### config.mk
export PLATFORM = sky130hd
export DESIGN_NAME = ps2_ascii_fifo_flat
export DESIGN_NICKNAME = d
export VERILOG_FILES = /design/src/rtl/ps2_ascii_fifo_if.sv /design/src/rtl/ps2_ascii_fifo.sv /design/src/flat_wrapper.sv
export SDC_FILE = /design/constraint.sdc
export NUM_CORES = 1
export LEC_CHECK = 0
export CAP_MARGIN = 10
export CORE_UTILIZATION = 25
export CTS_BUF_LIST = sky130_fd_sc_hd__clkbuf_4
export DETAILED_ROUTE_END_ITERATION = 10
export PLACE_DENSITY = 0.49
export SKIP_CTS_REPAIR_TIMING = 1
export SYNTH_ARGS = -nofsm -noshare
export SYNTH_HDL_FRONTEND = slang
export SYNTH_SLANG_ARGS = --single-unit
export TNS_END_PERCENT = 10
### constraint.sdc
create_clock -name clock -period 5.2 [get_ports clock]
set_input_delay 1.04 -clock clock [delete_from_list [all_inputs] [get_ports clock]]
set_output_delay 1.04 -clock clock [all_outputs]
set_load 0.02 [all_outputs]
### src/rtl/ps2_ascii_fifo_if.sv
`default_nettype none
// ============================================================================
// Module      : ps2_ascii_fifo_if
// Description : Signal bundle between the PS/2 byte source, the ASCII
//               decoder/FIFO and the character consumer (LCD writer).
//               slave  - decoder side: takes scan bytes and ready, drives
//                        the character stream and status.
//               master - environment side: drives scan bytes and ready.
//   key_data    [7:0]      scan-code byte
//   key_pressed            one-cycle strobe, key_data valid
//   ascii_out   [7:0]      FIFO head character (0 when empty)
//   ascii_valid            FIFO non-empty
//   ascii_ready            consumer accepts head this cycle
//   fifo_count  [ADDR_W:0] occupancy 0..DEPTH
//   overflow               sticky drop flag
//   last_scan   [7:0]      last raw byte received
// Revision    : 1.0 - initial release
// ============================================================================
interface ps2_ascii_fifo_if #(
    parameter int ADDR_W = 4
);
    logic [7:0]      key_data;
    logic            key_pressed;
    logic [7:0]      ascii_out;
    logic            ascii_valid;
    logic            ascii_ready;
    logic [ADDR_W:0] fifo_count;
    logic            overflow;
    logic [7:0]      last_scan;

    modport slave (
        input  key_data, key_pressed, ascii_ready,
        output ascii_out, ascii_valid, fifo_count, overflow, last_scan
    );

    modport master (
        output key_data, key_pressed, ascii_ready,
        input  ascii_out, ascii_valid, fifo_count, overflow, last_scan
    );
endinterface
`default_nettype wire

### src/rtl/ps2_ascii_fifo.sv
`default_nettype none
// ============================================================================
// Module      : ps2_ascii_fifo
// Description : Strips PS/2 set-2 break (F0) and extended (E0) sequences,
//               tracks Shift, translates make codes to ASCII and buffers the
//               characters in a first-word-fall-through FIFO drained by a
//               valid/ready handshake.
//   clock   - system clock
//   resetn  - asynchronous active-low reset
//   bus     - ps2_ascii_fifo_if.slave (scan input, character output, status)
// Revision    : 1.0 - initial release
// ============================================================================
module ps2_ascii_fifo #(
    parameter int DEPTH  = 16,
    parameter int ADDR_W = 4
) (
    input  wire logic         clock,
    input  wire logic         resetn,
    ps2_ascii_fifo_if.slave   bus
);

    typedef enum logic [1:0] {
        S_IDLE    = 2'd0,
        S_BRK     = 2'd1,
        S_EXT     = 2'd2,
        S_EXT_BRK = 2'd3
    } state_t;

    localparam logic [7:0]      c_BRK_PREFIX = 8'hF0;
    localparam logic [7:0]      c_EXT_PREFIX = 8'hE0;
    localparam logic [7:0]      c_LSHIFT     = 8'h12;
    localparam logic [7:0]      c_RSHIFT     = 8'h59;
    localparam logic [ADDR_W:0] c_FULL       = (ADDR_W+1)'(DEPTH);

    state_t            r_state, w_state_next;
    logic              r_shift, w_shift_next;
    logic [7:0]        r_last_scan;
    logic              r_overflow;
    logic [ADDR_W-1:0] r_wr_ptr, r_rd_ptr;
    logic [ADDR_W:0]   r_count;
    logic [7:0]        r_mem [DEPTH];

    logic              w_is_shift;
    logic              w_mapped;
    logic [7:0]        w_char;
    logic              w_push_req;
    logic              w_pop;
    logic              w_full;
    logic              w_do_push;

    assign w_is_shift = (bus.key_data == c_LSHIFT) || (bus.key_data == c_RSHIFT);

    // Make code -> ASCII. Letters are looked up in lowercase and shifted
    // down by 32 for uppercase; space, DEL and CR ignore Shift.
    always_comb begin
        w_mapped = 1'b1;
        w_char   = 8'h00;
        case (bus.key_data)
            8'h1C: w_char = 8'h61;  8'h32: w_char = 8'h62;
            8'h21: w_char = 8'h63;  8'h23: w_char = 8'h64;
            8'h24: w_char = 8'h65;  8'h2B: w_char = 8'h66;
            8'h34: w_char = 8'h67;  8'h33: w_char = 8'h68;
            8'h43: w_char = 8'h69;  8'h3B: w_char = 8'h6A;
            8'h42: w_char = 8'h6B;  8'h4B: w_char = 8'h6C;
            8'h3A: w_char = 8'h6D;  8'h31: w_char = 8'h6E;
            8'h44: w_char = 8'h6F;  8'h4D: w_char = 8'h70;
            8'h15: w_char = 8'h71;  8'h2D: w_char = 8'h72;
            8'h1B: w_char = 8'h73;  8'h2C: w_char = 8'h74;
            8'h3C: w_char = 8'h75;  8'h2A: w_char = 8'h76;
            8'h1D: w_char = 8'h77;  8'h22: w_char = 8'h78;
            8'h35: w_char = 8'h79;  8'h1A: w_char = 8'h7A;
            default: w_mapped = 1'b0;
        endcase
        if (w_mapped && r_shift) begin
            w_char = w_char - 8'd32;
        end
        case (bus.key_data)
            8'h29: begin w_mapped = 1'b1; w_char = 8'h20; end
            8'h66: begin w_mapped = 1'b1; w_char = 8'h7F; end
            8'h5A: begin w_mapped = 1'b1; w_char = 8'h0D; end
            default: ;
        endcase
    end

    // Decoder next state: only IDLE can produce a character.
    always_comb begin
        w_state_next = r_state;
        w_shift_next = r_shift;
        w_push_req   = 1'b0;
        if (bus.key_pressed) begin
            case (r_state)
                S_IDLE: begin
                    if (bus.key_data == c_BRK_PREFIX) begin
                        w_state_next = S_BRK;
                    end else if (bus.key_data == c_EXT_PREFIX) begin
                        w_state_next = S_EXT;
                    end else if (w_is_shift) begin
                        w_shift_next = 1'b1;
                    end else begin
                        w_push_req = w_mapped;
                    end
                end
                S_BRK: begin
                    if (w_is_shift) begin
                        w_shift_next = 1'b0;
                    end
                    w_state_next = S_IDLE;
                end
                S_EXT: begin
                    w_state_next = (bus.key_data == c_BRK_PREFIX) ? S_EXT_BRK : S_IDLE;
                end
                default: begin
                    w_state_next = S_IDLE;
                end
            endcase
        end
    end

    always_ff @(posedge clock or negedge resetn) begin
        if (!resetn) begin
            r_state     <= S_IDLE;
            r_shift     <= 1'b0;
            r_last_scan <= 8'h00;
        end else begin
            r_state <= w_state_next;
            r_shift <= w_shift_next;
            if (bus.key_pressed) begin
                r_last_scan <= bus.key_data;
            end
        end
    end

    // FIFO control. A push into a full FIFO is still accepted when the head
    // leaves in the same cycle, since that frees the slot being written.
    assign w_full    = (r_count == c_FULL);
    assign w_pop     = bus.ascii_valid && bus.ascii_ready;
    assign w_do_push = w_push_req && (!w_full || w_pop);

    always_ff @(posedge clock or negedge resetn) begin
        if (!resetn) begin
            r_wr_ptr   <= '0;
            r_rd_ptr   <= '0;
            r_count    <= '0;
            r_overflow <= 1'b0;
        end else begin
            if (w_do_push) begin
                r_wr_ptr <= r_wr_ptr + 1'b1;
            end
            if (w_pop) begin
                r_rd_ptr <= r_rd_ptr + 1'b1;
            end
            if (w_do_push && !w_pop) begin
                r_count <= r_count + 1'b1;
            end else if (w_pop && !w_do_push) begin
                r_count <= r_count - 1'b1;
            end
            if (w_push_req && w_full && !w_pop) begin
                r_overflow <= 1'b1;
            end
        end
    end

    // Storage needs no reset: entries are only visible while counted.
    always_ff @(posedge clock) begin
        if (w_do_push) begin
            r_mem[r_wr_ptr] <= w_char;
        end
    end

    assign bus.ascii_valid = (r_count != '0);
    assign bus.ascii_out   = bus.ascii_valid ? r_mem[r_rd_ptr] : 8'h00;
    assign bus.fifo_count  = r_count;
    assign bus.overflow    = r_overflow;
    assign bus.last_scan   = r_last_scan;

endmodule
`default_nettype wire

### src/flat_wrapper.sv
// flat-port wrapper written by rule: the top's interface ports become plain ports
module ps2_ascii_fifo_flat 
#(
    parameter int DEPTH  = 16,
    parameter int ADDR_W = 4
)
  (clock, resetn, bus_key_data, bus_key_pressed, bus_ascii_ready, bus_ascii_out, bus_ascii_valid, bus_fifo_count, bus_overflow, bus_last_scan);
  ps2_ascii_fifo_if #(.ADDR_W(ADDR_W)) bus_i ();
  input  wire logic clock;
  input  wire logic resetn;
  input wire logic [$bits(bus_i.key_data)-1:0] bus_key_data;
  input wire logic [$bits(bus_i.key_pressed)-1:0] bus_key_pressed;
  input wire logic [$bits(bus_i.ascii_ready)-1:0] bus_ascii_ready;
  output wire logic [$bits(bus_i.ascii_out)-1:0] bus_ascii_out;
  output wire logic [$bits(bus_i.ascii_valid)-1:0] bus_ascii_valid;
  output wire logic [$bits(bus_i.fifo_count)-1:0] bus_fifo_count;
  output wire logic [$bits(bus_i.overflow)-1:0] bus_overflow;
  output wire logic [$bits(bus_i.last_scan)-1:0] bus_last_scan;
  assign bus_i.key_data = bus_key_data;
  assign bus_i.key_pressed = bus_key_pressed;
  assign bus_i.ascii_ready = bus_ascii_ready;
  assign bus_ascii_out = bus_i.ascii_out;
  assign bus_ascii_valid = bus_i.ascii_valid;
  assign bus_fifo_count = bus_i.fifo_count;
  assign bus_overflow = bus_i.overflow;
  assign bus_last_scan = bus_i.last_scan;
  ps2_ascii_fifo #(.DEPTH(DEPTH), .ADDR_W(ADDR_W)) u_core (.clock(clock), .resetn(resetn), .bus(bus_i));
endmodule
==> results.py, run 1 <==
metrics = {
    "grt": {
        "grt_util_all_layers": 0.117,
        "grt_max_degree": 36,
        "grt_pass1_wl_mm": 24.8,
        "number_of_global_route_vias_before_repair": 4173,
        "globalRouteOverflowTotal": 0,
        "antenna_found_initial": 1,
    },
    "worst_setup_path": {
        "r2r_slack_ns": 2.04,
        "setup_crit_start": "u_core.r_rd_ptr[0]$_DFFE_PN0P_",
        "r2r_end": "u_core.bus.fifo_count[4]$_DFFE_PN0P_",
        "critical_path.endpoint_type": "output port",
        "r2r.worst_path.cells": 12,
        "cp.required_ns": 4.16,
        "critical_path.endpoint": "bus_ascii_out[7]",
        "start_kind": "flip-flop",
        "worstReg2RegStart": "u_core.bus.fifo_count[2]$_DFFE_PN0P_",
        "path_max_fanout": 17,
        "critPathArrivalTime_ns": 3.39,
        "critPathKind": "flip-flop to output port",
    },
    "pwr": {
        "p_per_area_nw_per_um2": 427,
        "total_leakage_power_nw": 2.80,
        "p_total_mw": 3.50,
        "ir_worst_vdd_mv": 0.127,
    },
    "clock_network": {
        "clk-insertion-delay-late_ns": 0.57,
        "clock_path_buffers": 2,
        "tritoncts.num_buffers": 17,
        "htree_num_levels": 4,
        "tritoncts": "yes",
        "clkTransAtPathRegs_ns": 0.16,
        "clk_root_buffer_cell": "sky130_fd_sc_hd__clkbuf_4",
        "clkSinkCount": 153,
    },
    "sta": {
        "max_clock_freq_mhz": 226,
        "report.final.slew_viol_count": 0,
        "grt_setup_unrepaired": "false",
        "shortest_clock_period_the_worst_path_allows_after_layout_ns": 4.43,
        "remaining_max_slew_budget_at_the_tightest_pin": 0.544,
        "final_min_period_over_clock_period": 0.853,
        "setup-tns-final_ns": 0,
        "tightestPinTransition_ns": 0.684,
        "finalHoldViolations": 0,
        "finalSetupViolations": 0,
        "clock-skew-final_ns": 0.0448,
        "worst_slack_ns": 0.766,
    },
    "final_layout": {
        "instances_no_fill": 883,
        "syn2layout_area_growth_pct": 15.9,
        "number_of_nets_in_the_layout": 513,
        "final.fill_count": 2814,
        "drive_above_1_share": 0.218,
    },
    "worst_hold_path": {
        "hold_path.class": "flip-flop to flip-flop",
    },
    "die": {
        "fp.dieH_um": 170,
        "initial_core_utilization": 0.255,
        "die_width_um": 170,
        "design.die.area_sq_um": 29000,
        "floorplan_row_count": 61,
        "pin_count": 35,
        "core_sq_um": 27800,
    },
    "yosys": {
        "async_set_or_reset_flop_fraction_in_the_synthesized_netlist": 0.163,
        "synth_edf_count": 128,
        "synth_top_area_share": 0.543,
        "synth.top_cells.by_count": "sky130_fd_sc_hd__edfxtp_1, sky130_fd_sc_hd__mux4_2, sky130_fd_sc_hd__nand2_1, sky130_fd_sc_hd__dfrtp_1, sky130_fd_sc_hd__and3_1",
        "synth.largest_area_cell": "sky130_fd_sc_hd__edfxtp_1",
        "synthMostInstantiatedCell": "sky130_fd_sc_hd__edfxtp_1",
        "synth_warn": 0,
        "mappedNetlistArea_sq_um": 7080,
        "synth_top_flop_cell": "sky130_fd_sc_hd__edfxtp_1",
        "cell_types_with_the_largest_area_share_after_synthesis": "sky130_fd_sc_hd__edfxtp_1, sky130_fd_sc_hd__mux4_2, sky130_fd_sc_hd__dfrtp_1",
        "synth_instances": 436,
        "synth_area_per_cell_sq_um": 16.2,
        "yosysUniqueCellTypes": 66,
        "seq_area_frac_synth": 0.632,
        "synth-seq-cells": 153,
    },
    "drt": {
        "detail_route.wirelength_mm": 15.6,
        "wire_per_inst_um": 17.7,
        "post_drt_via_cell_ratio": 4.45,
        "dr.first_iter.drc_count": 287,
        "firstDrtPassIters": 5,
        "drc": 0,
        "vias": 3933,
        "route.antenna.remaining_nets": 0,
    },
    "place": {
        "gp_congestion": 0.766,
        "buffer_ports.inserted": 34,
        "dp_hpwl_mm": 10.8,
        "place.detailed.instances": 850,
        "pre_cts_ws_ns": 0.488,
    },
    "run": {
        "cap_violations": 0,
    },
    "run_status": {
        "status": "finished clean",
    },
}
[cells in the final DEF (no fill, tap or decap), types with 9 or more instances in the layout]
cell and n:
sky130_fd_sc_hd__a21oi_1 9, sky130_fd_sc_hd__and2_1 10, sky130_fd_sc_hd__and3_1 18, sky130_fd_sc_hd__buf_4 14, sky130_fd_sc_hd__clkbuf_4 17, sky130_fd_sc_hd__clkdlybuf4s50_1 34, sky130_fd_sc_hd__conb_1 16, sky130_fd_sc_hd__dfrtp_1 24
sky130_fd_sc_hd__edfxtp_1 128, sky130_fd_sc_hd__ha_1 9, sky130_fd_sc_hd__inv_1 12, sky130_fd_sc_hd__mux2_2 9, sky130_fd_sc_hd__mux4_2 40, sky130_fd_sc_hd__nand2_1 28, sky130_fd_sc_hd__nor2_1 10, sky130_fd_sc_hd__nor2b_1 12
sky130_fd_sc_hd__xnor2_1 9
[worst max-delay path, cell delays in order, from the launching register on]
cell and delay [ns]:
sky130_fd_sc_hd__dfrtp_2 0.75, sky130_fd_sc_hd__buf_4 0.37, sky130_fd_sc_hd__mux4_2 0.57, sky130_fd_sc_hd__mux4_2 0.48
sky130_fd_sc_hd__and2_1 0.17, sky130_fd_sc_hd__clkdlybuf4s50_1 0.53
[worst min path at each step]
stage / startpoint / to / slack [ns] / cells after the start
after global routing: u_core.bus.fifo_count[4]$_DFFE_PN0P_ / u_core.bus.fifo_count[4]$_DFFE_PN0P_ / 0.55 / 1
after CTS: u_core.bus.overflow$_DFFE_PN0P_ / u_core.bus.overflow$_DFFE_PN0P_ / 0.52 / 1
after floorplan: u_core.r_shift$_DFFE_PN0P_ / u_core.r_shift$_DFFE_PN0P_ / 0.45 / 2
after detailed placement: u_core.bus.overflow$_DFFE_PN0P_ / u_core.bus.overflow$_DFFE_PN0P_ / 0.49 / 1
final: u_core.bus.overflow$_DFFE_PN0P_ / u_core.bus.overflow$_DFFE_PN0P_ / 0.51 / 1
after global placement: u_core.bus.overflow$_DFFE_PN0P_ / u_core.bus.overflow$_DFFE_PN0P_ / 0.49 / 1
[area by class of cell]
cell class	count	area, sq um	share of cell area
Antenna cell	1	2.50	0.000305
Clock buffer	17	128	0.0156
Clock inverter	15	178	0.0217
Inverter	12	45.0	0.00549
Multi-Input combinational cell	259	2460	0.300
Sequential cell	153	4470	0.545
Tap cell	378	473	0.0577
Timing Repair Buffer	48	445	0.0543
[logic make-up (layout without fill, tap and decap cells)]
family | after synthesis | in the layout | share of synthesized area
adder cells (fa/ha/maj) | 10 | 10 | 0.0187
AO/OA/AOI/OAI | 47 | 47 | 0.0527
other | 1 | 17 | 0.000530
AND/OR/NAND/NOR | 124 | 124 | 0.109
buffers and inverters | 39 | 92 | 0.0290
flip-flops | 153 | 153 | 0.632
XOR/XNOR | 12 | 12 | 0.0149
multiplexers | 50 | 50 | 0.144
[registers in the layout, indices dropped and copies added, names as in the netlist]
register,cells
u_core.r_mem,128
u_core.bus.last_scan,8
u_core.bus.fifo_count,5
u_core.r_rd_ptr,4
u_core.r_wr_ptr,4
u_core.r_state,2
u_core.bus.overflow,1
u_core.r_shift,1
[per-layer routing]
layer  global-route usage  vias to the layer above  wire length, um
li1                     -                     1825                -
met1                0.157                     2017             7250
met2                0.187                       80             7660
met3               0.0230                       11              549
met4               0.0423                        0              166
met5                    0                        -                0
[power breakdown]
group,total (mW),internal [mW],switching [mW]
registers,1.53,1.40,0.134
logic,1.21,0.652,0.561
clock network,0.756,0.226,0.530
[stage by stage]
| stage | instance area, sq um | utilization | hold slack [ns] |
|---|---|---|---|
| floorplan | 7130 | - | 0.450 |
| global placement | 7890 | 0.284 | 0.491 |
| detailed placement | 7890 | 0.284 | 0.488 |
| CTS | 8200 | 0.295 | 0.523 |
| global route | 8200 | 0.295 | 0.549 |
| finish | 8200 | 0.295 | 0.507 |
Note: power is estimated with default switching activity, not from simulation.
==> inputs of run 2 (changes only) <==
--- a/config.mk
+++ b/config.mk
@@ -11,6 +11,7 @@
 export DETAILED_ROUTE_END_ITERATION = 10
 export PLACE_DENSITY = 0.49
 export SKIP_CTS_REPAIR_TIMING = 1
+export SLEW_MARGIN = 10
 export SYNTH_ARGS = -nofsm -noshare
 export SYNTH_HDL_FRONTEND = slang
 export SYNTH_SLANG_ARGS = --single-unit
==> results of run 2 <==
Same layout as run 1: the final DEF is identical, and so are final timing and power.
==> inputs of run 3 (changes only) <==
--- a/config.mk
+++ b/config.mk
@@ -8,6 +8,7 @@
 export CAP_MARGIN = 10
 export CORE_UTILIZATION = 25
 export CTS_BUF_LIST = sky130_fd_sc_hd__clkbuf_4
+export CTS_CLUSTER_DIAMETER = 40
 export DETAILED_ROUTE_END_ITERATION = 10
 export PLACE_DENSITY = 0.49
 export SKIP_CTS_REPAIR_TIMING = 1
==> results of run 3 <==
Same layout as run 1: the final DEF is identical, and so are final timing and power.
